**src/rtl/mem_pkg.sv**
```systemverilog
// Shared types and constants for the memory-access pipeline stage.
package mem_pkg;

    // Access width/sign encodings carried on funct3.
    typedef enum logic [2:0] {
        MEM_B  = 3'b000,
        MEM_H  = 3'b001,
        MEM_W  = 3'b010,
        MEM_BU = 3'b100,
        MEM_HU = 3'b101
    } mem_width_e;

    // Bus-side sequencing states.
    typedef enum logic [1:0] {
        ST_IDLE = 2'd0,
        ST_REQ  = 2'd1,
        ST_WAIT = 2'd2
    } state_e;

    // Byte-enable patterns; byte enables for sub-word accesses shift from these.
    localparam logic [3:0] BE_NONE    = 4'b0000;
    localparam logic [3:0] BE_BYTE0   = 4'b0001;
    localparam logic [3:0] BE_HALF_LO = 4'b0011;
    localparam logic [3:0] BE_HALF_HI = 4'b1100;
    localparam logic [3:0] BE_WORD    = 4'b1111;

    // Width of the bus timeout counter; holds any wait limit up to 255.
    localparam int unsigned CNT_W = 8;

endpackage

```
**src/rtl/lsu_align.sv**
```systemverilog
// Combinational byte-lane steering, load extraction/extension and the
// alignment/legality check. Purely combinational so a cache path can reuse it.
module lsu_align
    import mem_pkg::*;
(
    input  logic [2:0]  st_funct3,
    input  logic [1:0]  st_offset,
    input  logic [31:0] st_data,
    input  logic        is_load,
    input  logic        is_store,
    output logic [3:0]  st_be,
    output logic [31:0] st_wdata,
    output logic        addr_fault,
    input  logic [2:0]  ld_funct3,
    input  logic [1:0]  ld_offset,
    input  logic [31:0] ld_rdata,
    output logic [31:0] ld_value
);

    logic        misaligned;
    logic        illegal;
    logic [7:0]  ld_byte;
    logic [15:0] ld_half;

    // Byte enables and lane-replicated write data from width and address offset.
    always_comb begin
        st_be    = BE_NONE;
        st_wdata = st_data;
        case (st_funct3)
            MEM_B, MEM_BU: begin
                st_be    = BE_BYTE0 << st_offset;
                st_wdata = {4{st_data[7:0]}};
            end
            MEM_H, MEM_HU: begin
                st_be    = st_offset[1] ? BE_HALF_HI : BE_HALF_LO;
                st_wdata = {2{st_data[15:0]}};
            end
            MEM_W:   st_be = BE_WORD;
            default: st_be = BE_NONE;
        endcase
    end

    // Misalignment by width, plus funct3 codes that have no meaning for this access kind.
    always_comb begin
        misaligned = 1'b0;
        illegal    = 1'b0;
        case (st_funct3)
            MEM_B, MEM_BU: misaligned = 1'b0;
            MEM_H, MEM_HU: misaligned = st_offset[0];
            MEM_W:         misaligned = |st_offset;
            default:       illegal    = 1'b1;
        endcase
        if (is_store && st_funct3[2]) begin
            illegal = 1'b1;
        end
        addr_fault = (is_load || is_store) && (misaligned || illegal);
    end

    // Pick the addressed byte/half out of the read word and extend it to 32 bits.
    always_comb begin
        ld_value = ld_rdata;
        case (ld_offset)
            2'd1:    ld_byte = ld_rdata[15:8];
            2'd2:    ld_byte = ld_rdata[23:16];
            2'd3:    ld_byte = ld_rdata[31:24];
            default: ld_byte = ld_rdata[7:0];
        endcase
        ld_half = ld_offset[1] ? ld_rdata[31:16] : ld_rdata[15:0];
        case (ld_funct3)
            MEM_B:   ld_value = {{24{ld_byte[7]}}, ld_byte};
            MEM_BU:  ld_value = {24'h000000, ld_byte};
            MEM_H:   ld_value = {{16{ld_half[15]}}, ld_half};
            MEM_HU:  ld_value = {16'h0000, ld_half};
            default: ld_value = ld_rdata;
        endcase
    end

endmodule

```
**src/rtl/mem_stage.sv**
```systemverilog
// Memory-access pipeline stage: takes execute results, runs a request/grant/
// rvalid data-memory access with timeout, and hands results to writeback.
module mem_stage
    import mem_pkg::*;
#(
    parameter int unsigned MAX_WAIT = 255
) (
    input  logic        clk,
    input  logic        rst_n,
    input  logic        in_valid,
    output logic        in_ready,
    input  logic        mem_read,
    input  logic        mem_write,
    input  logic [2:0]  funct3,
    input  logic [31:0] alu_result,
    input  logic [31:0] store_data,
    input  logic [4:0]  rd_addr,
    input  logic        reg_write,
    output logic        dmem_req,
    output logic        dmem_we,
    output logic [31:0] dmem_addr,
    output logic [3:0]  dmem_be,
    output logic [31:0] dmem_wdata,
    input  logic        dmem_gnt,
    input  logic        dmem_rvalid,
    input  logic [31:0] dmem_rdata,
    output logic        wb_valid,
    input  logic        wb_ready,
    output logic [31:0] wb_data,
    output logic [4:0]  wb_rd_addr,
    output logic        wb_reg_write,
    output logic        wb_addr_fault,
    output logic        wb_bus_err
);

    localparam logic [CNT_W-1:0] MAX_WAIT_C = MAX_WAIT[CNT_W-1:0];

    state_e           state_q, state_d;
    logic [CNT_W-1:0] wait_cnt_q, wait_cnt_d, wait_next;
    logic [31:0]      addr_q, addr_d;
    logic [2:0]       funct3_q, funct3_d;
    logic             is_store_q, is_store_d;
    logic [4:0]       rd_q, rd_d;
    logic             reg_write_q, reg_write_d;
    logic             dmem_req_q, dmem_req_d, dmem_we_q, dmem_we_d;
    logic [31:0]      dmem_addr_q, dmem_addr_d, dmem_wdata_q, dmem_wdata_d;
    logic [3:0]       dmem_be_q, dmem_be_d;
    logic             wb_valid_q, wb_valid_d;
    logic [31:0]      wb_data_q, wb_data_d;
    logic [4:0]       wb_rd_addr_q, wb_rd_addr_d;
    logic             wb_reg_write_q, wb_reg_write_d;
    logic             wb_addr_fault_q, wb_addr_fault_d;
    logic             wb_bus_err_q, wb_bus_err_d;
    logic             accept, is_load, is_store, addr_fault;
    logic [3:0]       st_be;
    logic [31:0]      st_wdata, ld_value;

    assign in_ready  = (state_q == ST_IDLE) && (!wb_valid_q || wb_ready);
    assign accept    = in_valid && in_ready;
    assign is_load   = mem_read;
    assign is_store  = mem_write && !mem_read;
    assign wait_next = wait_cnt_q + 1'b1;

    lsu_align u_align (
        .st_funct3  (funct3),
        .st_offset  (alu_result[1:0]),
        .st_data    (store_data),
        .is_load    (is_load),
        .is_store   (is_store),
        .st_be      (st_be),
        .st_wdata   (st_wdata),
        .addr_fault (addr_fault),
        .ld_funct3  (funct3_q),
        .ld_offset  (addr_q[1:0]),
        .ld_rdata   (dmem_rdata),
        .ld_value   (ld_value)
    );

    // Next-state logic: accept/fault/pass-through in IDLE, request until granted, then wait for a response or timeout.
    always_comb begin
        state_d         = state_q;
        wait_cnt_d      = wait_cnt_q;
        addr_d          = addr_q;
        funct3_d        = funct3_q;
        is_store_d      = is_store_q;
        rd_d            = rd_q;
        reg_write_d     = reg_write_q;
        dmem_req_d      = dmem_req_q;
        dmem_we_d       = dmem_we_q;
        dmem_addr_d     = dmem_addr_q;
        dmem_be_d       = dmem_be_q;
        dmem_wdata_d    = dmem_wdata_q;
        wb_valid_d      = wb_ready ? 1'b0 : wb_valid_q;
        wb_data_d       = wb_data_q;
        wb_rd_addr_d    = wb_rd_addr_q;
        wb_reg_write_d  = wb_reg_write_q;
        wb_addr_fault_d = wb_addr_fault_q;
        wb_bus_err_d    = wb_bus_err_q;
        case (state_q)
            ST_IDLE: begin
                if (accept) begin
                    if ((!is_load && !is_store) || addr_fault) begin
                        wb_valid_d      = 1'b1;
                        wb_data_d       = alu_result;
                        wb_rd_addr_d    = rd_addr;
                        wb_reg_write_d  = reg_write && !addr_fault;
                        wb_addr_fault_d = addr_fault;
                        wb_bus_err_d    = 1'b0;
                    end else begin
                        state_d      = ST_REQ;
                        addr_d       = alu_result;
                        funct3_d     = funct3;
                        is_store_d   = is_store;
                        rd_d         = rd_addr;
                        reg_write_d  = reg_write;
                        dmem_req_d   = 1'b1;
                        dmem_we_d    = is_store;
                        dmem_addr_d  = {alu_result[31:2], 2'b00};
                        dmem_be_d    = st_be;
                        dmem_wdata_d = st_wdata;
                    end
                end
            end
            ST_REQ: begin
                if (dmem_gnt) begin
                    state_d    = ST_WAIT;
                    dmem_req_d = 1'b0;
                    wait_cnt_d = '0;
                end
            end
            ST_WAIT: begin
                if (dmem_rvalid) begin
                    state_d         = ST_IDLE;
                    dmem_we_d       = 1'b0;
                    wb_valid_d      = 1'b1;
                    wb_data_d       = is_store_q ? addr_q : ld_value;
                    wb_rd_addr_d    = rd_q;
                    wb_reg_write_d  = reg_write_q && !is_store_q;
                    wb_addr_fault_d = 1'b0;
                    wb_bus_err_d    = 1'b0;
                end else if (wait_next == MAX_WAIT_C) begin
                    state_d         = ST_IDLE;
                    dmem_we_d       = 1'b0;
                    wb_valid_d      = 1'b1;
                    wb_data_d       = addr_q;
                    wb_rd_addr_d    = rd_q;
                    wb_reg_write_d  = 1'b0;
                    wb_addr_fault_d = 1'b0;
                    wb_bus_err_d    = 1'b1;
                end else begin
                    wait_cnt_d = wait_next;
                end
            end
            default: state_d = ST_IDLE;
        endcase
    end

    // State and registered outputs; reset drops the bus request immediately.
    always_ff @(posedge clk or negedge rst_n) begin
        if (!rst_n) begin
            state_q         <= ST_IDLE;
            wait_cnt_q      <= '0;
            addr_q          <= '0;
            funct3_q        <= '0;
            is_store_q      <= 1'b0;
            rd_q            <= '0;
            reg_write_q     <= 1'b0;
            dmem_req_q      <= 1'b0;
            dmem_we_q       <= 1'b0;
            dmem_addr_q     <= '0;
            dmem_be_q       <= '0;
            dmem_wdata_q    <= '0;
            wb_valid_q      <= 1'b0;
            wb_data_q       <= '0;
            wb_rd_addr_q    <= '0;
            wb_reg_write_q  <= 1'b0;
            wb_addr_fault_q <= 1'b0;
            wb_bus_err_q    <= 1'b0;
        end else begin
            state_q         <= state_d;
            wait_cnt_q      <= wait_cnt_d;
            addr_q          <= addr_d;
            funct3_q        <= funct3_d;
            is_store_q      <= is_store_d;
            rd_q            <= rd_d;
            reg_write_q     <= reg_write_d;
            dmem_req_q      <= dmem_req_d;
            dmem_we_q       <= dmem_we_d;
            dmem_addr_q     <= dmem_addr_d;
            dmem_be_q       <= dmem_be_d;
            dmem_wdata_q    <= dmem_wdata_d;
            wb_valid_q      <= wb_valid_d;
            wb_data_q       <= wb_data_d;
            wb_rd_addr_q    <= wb_rd_addr_d;
            wb_reg_write_q  <= wb_reg_write_d;
            wb_addr_fault_q <= wb_addr_fault_d;
            wb_bus_err_q    <= wb_bus_err_d;
        end
    end

    assign dmem_req      = dmem_req_q;
    assign dmem_we       = dmem_we_q;
    assign dmem_addr     = dmem_addr_q;
    assign dmem_be       = dmem_be_q;
    assign dmem_wdata    = dmem_wdata_q;
    assign wb_valid      = wb_valid_q;
    assign wb_data       = wb_data_q;
    assign wb_rd_addr    = wb_rd_addr_q;
    assign wb_reg_write  = wb_reg_write_q;
    assign wb_addr_fault = wb_addr_fault_q;
    assign wb_bus_err    = wb_bus_err_q;

endmodule

```
**config.mk**
```make
export PLATFORM = sky130hd
export DESIGN_NAME = mem_stage
export DESIGN_NICKNAME = d
export VERILOG_FILES = /design/src/rtl/mem_pkg.sv /design/src/rtl/lsu_align.sv /design/src/rtl/mem_stage.sv
export SDC_FILE = /design/constraint.sdc
export NUM_CORES = 1
export LEC_CHECK = 0
export ABC_AREA = 1
export BUFFER_PORTS_ARGS = -buffer_cell sky130_fd_sc_hd__buf_2
export CORE_MARGIN = 10
export CORE_UTILIZATION = 30
export DETAILED_ROUTE_END_ITERATION = 6
export SYNTH_ARGS = -nofsm -noshare
export SYNTH_HDL_FRONTEND = slang
export SYNTH_SLANG_ARGS = --single-unit
```
**constraint.sdc**
```tcl
create_clock -name clk -period 4.9 [get_ports clk]
set_input_delay 0.735 -clock clk [delete_from_list [all_inputs] [get_ports clk]]
set_output_delay 0.735 -clock clk [all_outputs]
set_load 0.01 [all_outputs]
```
### Yosys cells after proc, flatten, opt, wreduce, memory -nomap -nowiden

Index checks and enable logic that the tools add are counted.

| storage, ports and cells | value |
|---|---|
| input port bits | 113 |
| word-level logic and storage cells | 131 |
| bits in registers | 161 |
| output and inout bits | 112 |

| operators by class | value |
|---|---|
| multiplexer cells | 57 |
| equality and inequality tests | 20 |
| reduce and logical (&&, ||, !) cells | 33 |
| add/sub/neg operators | 1 |
| shift operators | 1 |
| bitwise operators | 1 |

Operators with widths:

| cell | number |
|---|---|
| 32-bit 2-to-1 mux | 5 |
| 32-bit case mux with 2 select lines | 2 |
| 32-bit case mux with 4 select lines | 1 |
| 8-bit 2-to-1 mux | 3 |
| 8-bit case mux with 3 select lines | 1 |
| 1-bit 2-to-1 mux | 23 |
| 5-bit 2-to-1 mux | 4 |
| 4-bit AND reduction | 5 |
| 16-bit 2-to-1 mux | 1 |
| 8-bit case mux with 2 select lines | 1 |
| 1-bit case mux with 2 select lines | 7 |
| 3-bit equality test (second input constant) | 4 |
| 4-bit case mux with 3 select lines | 1 |
| 2-bit 2-to-1 mux | 5 |
| 2-bit inequality test (second input constant) | 5 |
| 5-bit case mux with 2 select lines | 1 |
| 8-bit by 1-bit adder with 8-bit output (second input constant) | 1 |
| 8-bit equality test (second input constant) | 1 |
| 1-bit logical AND | 8 |
| 2-bit equality test (second input constant) | 3 |
| 3-bit by 1-bit equality test with 1-bit output (second input constant) | 2 |
| 3-bit zero test | 2 |
| 2-bit case mux with 3 select lines | 1 |
| 2-bit nonzero test | 3 |
| 13 further kinds | 23 |

### Longest topological paths before layout

Gate-level depths: netlist of run 1.

| depth | value |
|---|---|
| word-level depth | 11 |
| mapped depth | 12 |
| mapped depth without buffers | 11 |

### By module

From an unflattened synthesis of run 1, not the netlist that was laid out.

| unflattened totals | value |
|---|---|
| cell total of the unflattened synthesis | 1077 |
| area total of the unflattened synthesis | 7621.1 um2 |

Modules (own cells, without submodules):

| module | cells an instance | times used | area each (um2) | sequential area each (um2) |
|---|---|---|---|---|
| mem_stage | 800 | 1 | 6284.8 | 3278.1 |
| lsu_align | 277 | 1 | 1336.3 | 0.0 |

### Least setup slack after synthesis of run 1

OpenSTA, ideal clock, no wires.

| path | value |
|---|---|
| path type | input port to flip-flop |
| start | in wb_ready |
| end | reg wb_data_q[10], in the netlist wb_data[10] |
| arrival | 1.805 ns |
| slack | 2.977 ns |
| setup time | 0.118 ns |
| required time | 4.782 ns |
| buffers on the path | 1 |
| cell stages on the path | 8 |
| cell sequence | nor2_1 nor3_1 nand2_1 nand2_1 nand3_4 buf_6 nand2_1 nand2_1 |

| on the way | value |
|---|---|
| cells in the longest elaborated chain, start to end | 5 |

Ends and longest elaborated chain:

| what | line | text |
|---|---|---|
| start: declaration | mem_stage.sv:28 | `input logic wb_ready,` |
| 1-bit logical OR | mem_stage.sv:58 | `assign in_ready = (state_q == ST_IDLE) && (!wb_valid_q \|\| wb_ready);` |
| 1-bit logical AND | mem_stage.sv:58 |  |
| net in_ready | mem_stage.sv:11 | `output logic in_ready,` |
| 1-bit logical AND | mem_stage.sv:59 | `assign accept = in_valid && in_ready;` |
| 2-bit inequality test (no source line) | n/a |  |
| 4-bit AND reduction (no source line) | n/a |  |
| end signal: assignment | mem_stage.sv:193 | `wb_data_q <= wb_data_d;` |
| end: declaration | mem_stage.sv:49 | `logic [31:0] wb_data_q, wb_data_d;` |

The timed path passes the listed nets, and every way through them passes these cells.
A chain may end at the register's enable or synchronous reset.

### Worst setup path in the final report of run 1

| path | value |
|---|---|
| start | reg funct3_q[1] |
| end | reg wb_data_q[21], in the netlist wb_data[21] |

| on the way | value |
|---|---|
| cells in the longest elaborated chain, start to end | 5 |
| elaborated cells between the ends (all ways) | 8 |
| classes of those cells | eq/ne: 3; mux: 4; reduce/logical: 1 |

Ends and longest elaborated chain:

| what | line | text |
|---|---|---|
| start: declaration | mem_stage.sv:41 | `logic [2:0] funct3_q, funct3_d;` |
| start signal: assignment | mem_stage.sv:183 | `funct3_q <= funct3_d;` |
| 3-bit equality test (tied with other cells) | lsu_align.sv:69 | `case (ld_funct3)` |
| 32-bit case mux with 4 select lines (*) | lsu_align.sv:69 |  |
| 32-bit 2-to-1 mux (*) | mem_stage.sv:136 | `wb_data_d = is_store_q ? addr_q : ld_value;` |
| 32-bit 2-to-1 mux (*) | mem_stage.sv:132 | `if (dmem_rvalid) begin` |
| 32-bit case mux with 2 select lines (*) | mem_stage.sv:99 | `case (state_q)` |

Every way passes the cells marked *; elsewhere a longest branch is shown, timed or not.

==> results of run 1 <==
critical path, delay by kind of cell, from the launching register on:
family          cells  cell delay [ns]
simple gates        7             1.55
flops               1             0.68
buf+inv             1             0.50
compound gates      1             0.17
metrics by stage:
stage,power [mW],utilization (%)
after floorplan,3.22,-
final,5.10,36.9
after CTS,5.16,36.9
after detailed placement,3.94,34.7
after global placement,3.91,34.7
after global routing,5.51,36.9
final timing paths:
path                                from            end  slack, ns  cells past startpoint
setup / recovery             funct3_q[1]    wb_data[21]       1.94                      9
hold / removal                     rst_n  dmem_wdata[5]       0.40                      1
setup reg to reg             funct3_q[1]    wb_data[21]       1.94                      9
hold reg to reg            wb_rd_addr[2]  wb_rd_addr[2]       0.46                      2
max in group asynchronous          rst_n    wb_data[14]       3.36                      2
min in group clk           wb_rd_addr[2]  wb_rd_addr[2]       0.46                      2
final cells by class:
type	count	area, um^2	area share [%]
Clock buffer	20	447	4.98
Multi-Input combinational cell	755	3330	37.1
Timing Repair Buffer	228	1160	13.0
Antenna cell	2	5.00	0.0558
Sequential cell	131	3280	36.5
Clock inverter	11	88.8	0.990
Tap cell	324	405	4.52
Inverter	70	263	2.93
registers in the layout, indices dropped and copies added (netlist names):
signal	count
rd_q	5
reg_write_q	1
funct3_q	3
wb_bus_err	1
wb_data	32
wb_rd_addr	5
dmem_we	1
wb_addr_fault	1
dmem_be	4
addr_q	31
dmem_addr	1
wb_valid	1
state_q	2
is_store_q	1
dmem_wdata	32
wait_cnt_q	8
wb_reg_write	1
dmem_req	1
kinds of logic after synthesis:
| group | share of synthesized area [%] |
|---|---|
| and+or+nand+nor | 32.9 |
| other | 0.0505 |
| xor gates and xnor gates | 0.236 |
| AOI/OAI and AO/OA | 11.2 |
| DFF | 44.2 |
| adders and majority gates | 0.337 |
| buffers and inverters | 11.1 |
placed cells by master, fill, tap and decap left out, types with 3 or more instances in the layout:
cell | netlist | layout
nor2_4 | 4 | 4
clkinv_2 | 0 | 7
nand4_1 | 41 | 41
nand2_2 | 2 | 3
inv_1 | 64 | 64
o21ai_0 | 74 | 74
nor2_1 | 80 | 80
a21oi_1 | 56 | 56
nand2_1 | 395 | 394
clkbuf_16 | 0 | 17
buf_4 | 39 | 6
dfrtp_1 | 131 | 131
o21ai_1 | 27 | 27
nand3_1 | 56 | 56
buf_2 | 22 | 221
inv_2 | 5 | 5
layer usage:
layer	wire (um)	share of wire, %	global-route usage, %	up-vias
li1	-	-	-	3636
met1	12000	43	22.8	3367
met2	12700	46	27.3	305
met3	2590	9.3	5.57	26
met4	470	1.7	4.52	2
met5	11	0.040	0	-
where the power goes:
part	leakage [nW]	internal (mW)	switching [mW]
Combinational	2.93	0.711	1.33
Sequential	1.65	1.54	0.322
Clock	0.265	0.701	0.496
Total	4.84	2.95	2.15
==> summary.txt, run 1 <==
Floorplanning
  • Chip height: 177 um
  • Initial core utilization: 30.5%
  • Die width: about 180 um
  • Die Area: 0.0314 mm^2
  • IO Pins: around 230
  • Row count: 57
  • Core area: 0.0243 mm^2

Clock tree
  • Root Driver: clkbuf_16
  • Sink Count: ~130
  • TritonCTS clock tree: yes
  • CTS Buf Count: 17
  • Clock Tree Buf Depth: 2
  • Hold-fix buffer count after cts: 0
  • Worst-path clk slew: 0.06 ns
  • CTS resizes: 0
  • Clk_lat worst skew: roughly 0.43 ns
  • CTS HTree Levels: 4
  • Post CTS Setup Buffer Count: 0

Timing
  • Fin crit share: 60.4%
  • Max-slew headroom: 37.3%
  • Tmin final: 2.96 ns
  • Clk_skew: 0.0104 ns
  • Setup-failing EPs final: 0
  • Hold WS: 0.404 ns
  • RSZ-0062 raised after global routing: false
  • Max Fclk: 0.338 GHz
  • Final setup TNS: 0 ns
  • Slew @ Worst Pin: 0.938 ns
  • Final Max Slew Viols: 0
  • Fin worst setup slack: 1.94 ns
  • Final Hold Viols: 0

Route
  • First-pass detailed-route iteration total: 5
  • WL per Instance: 18.0 um
  • Vias per inst: between 4 and 5
  • DR DRC count: 0
  • Drt total wl: 27,800 um
  • Initial DRC Count: 625
  • DRT antenna net count: 0
  • Total number of vias: 7,336

Yosys
  • Register area share after synthesis: approximately 44%
  • Syn. warnings: 0
  • Number of synthesized flops with an enable pin: 0
  • Ranking of synthesized cells by area: dfrtp_1, nand2_1, o21ai_0
  • Most common library cells after synthesis: nand2_1, dfrtp_1, nor2_1
  • Synth Flop Type: dfrtp_1
  • Post-synthesis register bit count: 131
  • Synth cell types: 32
  • Synth Area per Inst: 7.09 um^2
  • Share of the synthesized area in the top cell type: 44.2%
  • Most common cell in the synthesized netlist: nand2_1
  • Cell count after synthesis: 1,047
  • Async SR Flop Fraction: between 90% and 100%
  • Cell area after synthesis: 0.00742 mm^2
  • Biggest area consumer among synthesized cells: dfrtp_1

Setup path
  • WS Path Type: reg -> reg
  • Most frequent CP cell: nand2_1
  • Max incr delay on CP: 0.70 ns
  • WP data arrival: 3.32 ns
  • CP Data Required Time: 5.26 ns
  • CP cell instances: inv_1 > nand2_1 > a21oi_1 > nand3_1 > nand3_1 > nand2_1 > nand2_1 > nand4_1 > nand2_1
  • CP endpoint kind: register
  • Crit path max-delay cell type: nand3_1
  • Peak fanout along the critical path: 24
  • Crit path launch type: register

Global routing
  • Pin count of the biggest net entering global routing: 96
  • Tot GR Track Use: 17.4%
  • Overflow after GRT: 0
  • Initial antenna violation count: 3
  • First-pass GRT wire length: roughly 42,000 um
  • Vias in the first global route: slightly above 7,000

Placed design
  • Final RePlAce weighted congestion: 0.874
  • Post-DP HPWL: 20,400 um
  • Port Buffers: 222
  • Dpl cells: 1,508
  • Placement Cell Area: approximately 0.0084 mm^2
  • Pre-CTS setup slack: 1.50 ns

Flow run
  • Max-Cap Viols: 0

Power
  • Pwr per Cell Area: ~570 mW/mm^2
  • Pleak: 4.84 nW
  • VDD IR-drop max: 0.235 mV

Final layout
  • Layout fillers: 2,643
  • Share of cells above drive strength 1: 22.5%
  • Fin cells: 1,541
  • Final nets: 1,318
  • Synthesis-to-finish area growth: 20.9%
  • Design Area, Final: about 0.009 mm^2

Run status
  • Outcome: finished clean

Worst hold path
  • HP Class: in -> async
(Power assumes the default switching activity.)
==> run 2, diff against run 1 <==
==> constraint.sdc (replaced) <==
create_clock -name clk -period 2.7 [get_ports clk]
set_input_delay 0.405 -clock clk [delete_from_list [all_inputs] [get_ports clk]]
set_output_delay 0.405 -clock clk [all_outputs]
set_load 0.01 [all_outputs]
==> run 2 against run 1 <==
The flow now finishes with violations (hold timing). Combinational power increased by 90%. First-iteration DRC count is 6.7% lower. Non-clock buffer count increased by 17. Register-to-register slack lost 1.7 ns. Critical path type unchanged.
==> summary.txt, run 2 (same netlist as run 1, synthesis figures left out) <==
Run status
  • Outcome: finished with violations
  • Failing checks: hold timing

Final layout
  • FF+latch area: ~0.0033 mm^2
  • Share of cells above drive strength 1: a little under a quarter
  • Layout fillers: 2,639
  • Synthesis-to-finish area growth: 23.4%
  • Most common cell after layout, fill and taps aside: nand2_1
  • Area of the multi-input gates: 0.00333 mm^2
  • Final nets: 1,335
  • Most frequent cells in the layout: nand2_1, buf_2, dfrtp_1, nor2_1, o21ai_0

Floorplanning
  • Chip height: about 180 um
  • Die Area: ~0.031 mm^2
  • Core area: 0.0243 mm^2
  • IO Pins: 225
  • Row count: 57
  • Initial core utilization: 30.5%
  • Die width: 177 um

Global routing
  • First-pass GRT wire length: 42,200 um
  • Vias in the first global route: 7,427
  • Initial antenna violation count: 6
  • Pin count of the biggest net entering global routing: 80
  • Tot GR Track Use: 17.3%
  • Overflow after GRT: 0

Route
  • DRT antenna net count: 0
  • DR DRC count: 0
  • First-pass detailed-route iteration total: 5
  • Total number of vias: 7,433
  • Drt total wl: 27,400 um
  • WL per Instance: 17.6 um
  • Initial DRC Count: 583
  • Vias per inst: 4.78

Flow run
  • Max-Cap Viols: 0

Timing
  • Max-slew headroom: between 50% and 60%
  • Hold WS: -0.0115 ns
  • Final setup TNS: 0 ns
  • Setup-failing EPs final: 0
  • Fin crit share: 91.5%
  • Clk_skew: around 0.013 ns
  • Max Fclk: 0.405 GHz
  • Tmin final: around 2.5 ns
  • RSZ-0062 raised after global routing: false
  • Final Max Slew Viols: 0
  • Slew @ Worst Pin: 0.648 ns
  • Final Hold Viols: 11

Clock tree
  • Hold-fix buffer count after cts: 0
  • CTS HTree Levels: 4
  • Clk_lat worst skew: 0.42 ns
  • TritonCTS clock tree: yes
  • Root Driver: clkbuf_16
  • Worst-path clk slew: about 0.06 ns
  • CTS Buf Count: 17
  • Sink Count: 131
  • Clock Tree Buf Depth: 2

Placed design
  • Port Buffers: 222
  • Final RePlAce weighted congestion: 0.845
  • Post-DP HPWL: 20,600 um

Power
  • VDD IR-drop max: 0.367 mV
  • Pwr per Cell Area: 1030 mW/mm^2
  • Power Total: 9.47 mW
  • Pleak: ~4.9 nW

Setup path
  • WS Path Type: reg -> reg
  • WP data arrival: 2.77 ns
  • Peak fanout along the critical path: 40
  • Crit path launch type: register
  • CP Data Required Time: 3.00 ns
  • CP endpoint kind: register

Worst hold path
  • HP Class: in -> async
==> run 2: changes by cell type in the layout (fill, tap and decap cells not counted), sizes merged <==
cell | previous run | this run
diode | 2 | 3
clkbuf | 20 | 23
clkinv | 9 | 3
buf | 228 | 245
clkinvlp | 2 | 1
bufinv | 1 | 2
==> run 2: timing repair <==
| item | in CTS | in global routing |
|---|---|---|
| gates resized for setup | 0 | 0 |
| setup buffers | 0 | 0 |
| endpoints found under the setup margin | 0 | 1 |
==> run 2: area by class of cell <==
class,count,share of cell area [%]
Timing Repair Buffer,245,14.4
Inverter,70,2.87
Antenna cell,3,0.0820
Clock inverter,5,0.847
Sequential cell,131,35.8
Multi-Input combinational cell,755,36.3
Clock buffer,23,5.33
Tap cell,324,4.43
==> run 2: where the power goes <==
part	switching, mW	internal, mW	total (mW)	leakage, nW
Clock	0.867	1.44	2.30	0.277
Combinational	2.50	1.38	3.88	3.02
Sequential	0.494	2.79	3.29	1.65
==> run 2: critical path: stages (launching register included) <==
cell and delay [ns]:
dfrtp_1 0.44, ha_1 0.26, xor2_1 0.21, nand3_1 0.09, nor2_1 0.12, nand3_1 0.15
nand2_4 0.30, nand3_4 0.48, nand2_1 0.21, nand2_1 0.07
==> run 2: stage by stage <==
| step | worst slack [ns] | area (um^2) | util [%] | cells |
|---|---|---|---|---|
| floorplan | 1.03 | 7430 | - | 1048 |
| global placement | 0.418 | 8590 | 35.3 | 1525 |
| detailed placement | 0.313 | 8590 | 35.3 | 1525 |
| CTS | 0.242 | 9150 | 37.6 | 1553 |
| global route | 0.0113 | 9160 | 37.7 | 1555 |
| finish | 0.230 | 9160 | 37.7 | 1556 |
==> run 2: worst paths after layout <==
path                       slack, ns           start  depth (start not counted)             to
hold / removal                 -0.01           rst_n                          1     addr_q[24]
setup reg to reg                0.23   wait_cnt_q[1]                          9    wb_data[21]
max in group asynchronous       1.94           rst_n                          2  dmem_wdata[8]
min in group clk                0.21  alu_result[19]                          3     addr_q[19]
setup / recovery                0.23   wait_cnt_q[1]                          9    wb_data[21]
hold reg to reg                 0.47   wb_rd_addr[2]                          2  wb_rd_addr[2]
==> run 2: metal layers <==
layer | share of wire [%] | track usage [%] | wire, um | vias up
met1 | 43 | 21.9 | 11900 | 3434
met5 | 0.091 | 0 | 25 | -
met2 | 46 | 27.2 | 12600 | 296
li1 | - | - | - | 3670
met4 | 1.5 | 5.52 | 421 | 4
met3 | 9.1 | 5.69 | 2500 | 29
==> run 3, diff against run 2 <==
==> constraint.sdc (replaced) <==
create_clock -name clk -period 2.3 [get_ports clk]
set_input_delay 0.345 -clock clk [delete_from_list [all_inputs] [get_ports clk]]
set_output_delay 0.345 -clock clk [all_outputs]
set_load 0.01 [all_outputs]
==> run 3 against run 2 <==
The run now ends clean. Cell area up 2.2%. Final cell count up 0.90%. Sequential power up 17%. Routed wire length up 1.1%. Sequential cell count unchanged. Non-clock buffer count up 11. Sequential share of layout area down 0.76 points. Register-to-register slack better by 0.03 ns. Critical path type unchanged. Setup slack better by 0.031 ns. Combinational power up 19%. Hold slack better by 0.15 ns.
==> summary.txt, run 3 (same netlist as run 1, synthesis figures left out) <==
Setup path
  • CP endpoint kind: register
  • Peak fanout along the critical path: 21
  • WS Path Type: reg -> reg
  • Crit path launch type: register
  • WP data arrival: 2.39 ns
  • CP Data Required Time: 2.65 ns

Route
  • First-pass detailed-route iteration total: 5
  • DRT antenna net count: 0
  • Total number of vias: 7,375
  • Initial DRC Count: 565
  • Drt total wl: around 28,000 um
  • WL per Instance: 17.6 um
  • DR DRC count: 0
  • Vias per inst: 4.70

Global routing
  • Pin count of the biggest net entering global routing: 61
  • First-pass GRT wire length: 42,600 um
  • Vias in the first global route: 7,461
  • Initial antenna violation count: 3
  • Tot GR Track Use: 17.5%
  • Overflow after GRT: 0

Floorplanning
  • IO Pins: 225
  • Die Area: 0.0314 mm^2
  • Die width: ~180 um
  • Row count: 57
  • Chip height: ~180 um
  • Initial core utilization: 30.5%
  • Core area: ~0.024 mm^2

Clock tree
  • Clock Tree Buf Depth: 2
  • TritonCTS clock tree: yes
  • Clk_lat worst skew: 0.42 ns
  • Worst-path clk slew: around 0.060 ns
  • CTS resizes: 0
  • Root Driver: clkbuf_16
  • CTS Buf Count: 17
  • Sink Count: 131
  • CTS HTree Levels: 4

Placed design
  • Dpl cells: 1,533
  • Final RePlAce weighted congestion: just under 0.9
  • Port Buffers: 222
  • Placement Cell Area: 0.00870 mm^2
  • Pre-CTS setup slack: -0.306 ns
  • Post-DP HPWL: between 20,000 and 25,000 um

Timing
  • Max Fclk: 0.490 GHz
  • Final Hold Viols: 0
  • Fin crit share: 88.7%
  • Final setup TNS: 0 ns
  • Setup-failing EPs final: 0
  • Final Max Slew Viols: 0
  • Clk_skew: about 0.0077 ns
  • Fin worst setup slack: 0.261 ns
  • Slew @ Worst Pin: 0.858 ns
  • Hold WS: 0.143 ns
  • Tmin final: roughly 2 ns
  • Max-slew headroom: between 40% and 50%
  • RSZ-0062 raised after global routing: false

Final layout
  • Design Area, Final: between 0.009 and 0.01 mm^2
  • Most common cell after layout, fill and taps aside: nand2_1
  • Synthesis-to-finish area growth: 26.1%
  • Fin cells: 1,570
  • Post-layout util: between 30% and 40%
  • Most frequent cells in the layout: nand2_1, buf_2, dfrtp_1, nor2_1, o21ai_0
  • Final nets: between 1,000 and 1,500
  • Share of cells above drive strength 1: 24.1%

Power
  • Combinational power share: 40.6%
  • Flop pwr share: 33.8%
  • Net Sw Frac: 39.9%
  • Pleak: ~5.1 nW
  • Psw: 4.54 mW
  • Pwr per Cell Area: roughly 1200 mW/mm^2
  • Power Total: 11.4 mW
  • Clock network fraction of design power: 25.5%
  • VDD IR-drop max: 0.424 mV
  • Internal Power: 6.85 mW

Run status
  • Outcome: finished clean

Worst hold path
  • HP Class: in -> reg

Flow run
  • Max-Cap Viols: 0
-- run 3: cell types whose count changed in the layout (fill, tap and decap cells not counted) --
| cell | previous run | this run |
|---|---|---|
| clkinv_2 | 2 | 0 |
| nor2_2 | 2 | 3 |
| clkbuf_8 | 4 | 7 |
| clkinvlp_4 | 1 | 0 |
| buf_4 | 21 | 27 |
| dlygate4sd3_1 | 0 | 1 |
| bufinv_16 | 2 | 3 |
| buf_12 | 2 | 6 |
| clkbuf_1 | 2 | 3 |
-- run 3: critical path, stage by stage, from the launching register on --
cell,delay (ns)
dfrtp_1,0.40
ha_1,0.27
xor2_1,0.20
nand3_1,0.09
nor2_1,0.09
nand3_1,0.12
nand2_4,0.23
buf_4,0.30
nand4_1,0.16
nand2_1,0.10
-- run 3: worst paths after layout --
check | from | end | slack [ns] | cells past startpoint
setup / recovery | wait_cnt_q[0] | wb_data[12] | 0.26 | 9
hold / removal | alu_result[17] | addr_q[17] | 0.14 | 3
setup reg to reg | wait_cnt_q[0] | wb_data[12] | 0.26 | 9
hold reg to reg | wb_rd_addr[3] | wb_rd_addr[3] | 0.46 | 2
max in group asynchronous | rst_n | dmem_wdata[14] | 1.13 | 3
min in group asynchronous | rst_n | dmem_wdata[5] | 0.40 | 2
-- run 3: cell type report --
type	instances	area, um^2
Antenna cell	3	7.51
Clock inverter	3	90.1
Inverter	70	263
Multi-Input combinational cell	756	3330
Clock buffer	27	533
Tap cell	324	405
Fill cell	2626	15000
Timing Repair Buffer	256	1450
Sequential cell	131	3280
-- run 3: per-layer routing --
metal	vias up	routed length [um]	global-route usage [%]
li1	3702	-	-
met1	3373	12100	22.2
met2	270	12500	27.4
met3	30	2550	5.89
met4	0	596	5.73
met5	-	0	0
-- run 3: power by group through the flow --
stage | clock [mW] | sequential [mW] | combinational (mW)
finish | 2.91 | 3.85 | 4.62
global route | 3.07 | 3.98 | 5.23
CTS | 2.98 | 3.86 | 4.69
detailed placement | 0 | 3.87 | 4.67
global placement | 0 | 3.85 | 4.62
floorplan | 0 | 4.10 | 2.76
-- run 3: what timing repair did --
action,in CTS,in global routing
hold endpoints to repair,33,0
setup buffers,0,2
setup endpoints to repair,27,25
hold buffers,1,0
pin swaps,1,1
gates cloned,1,0
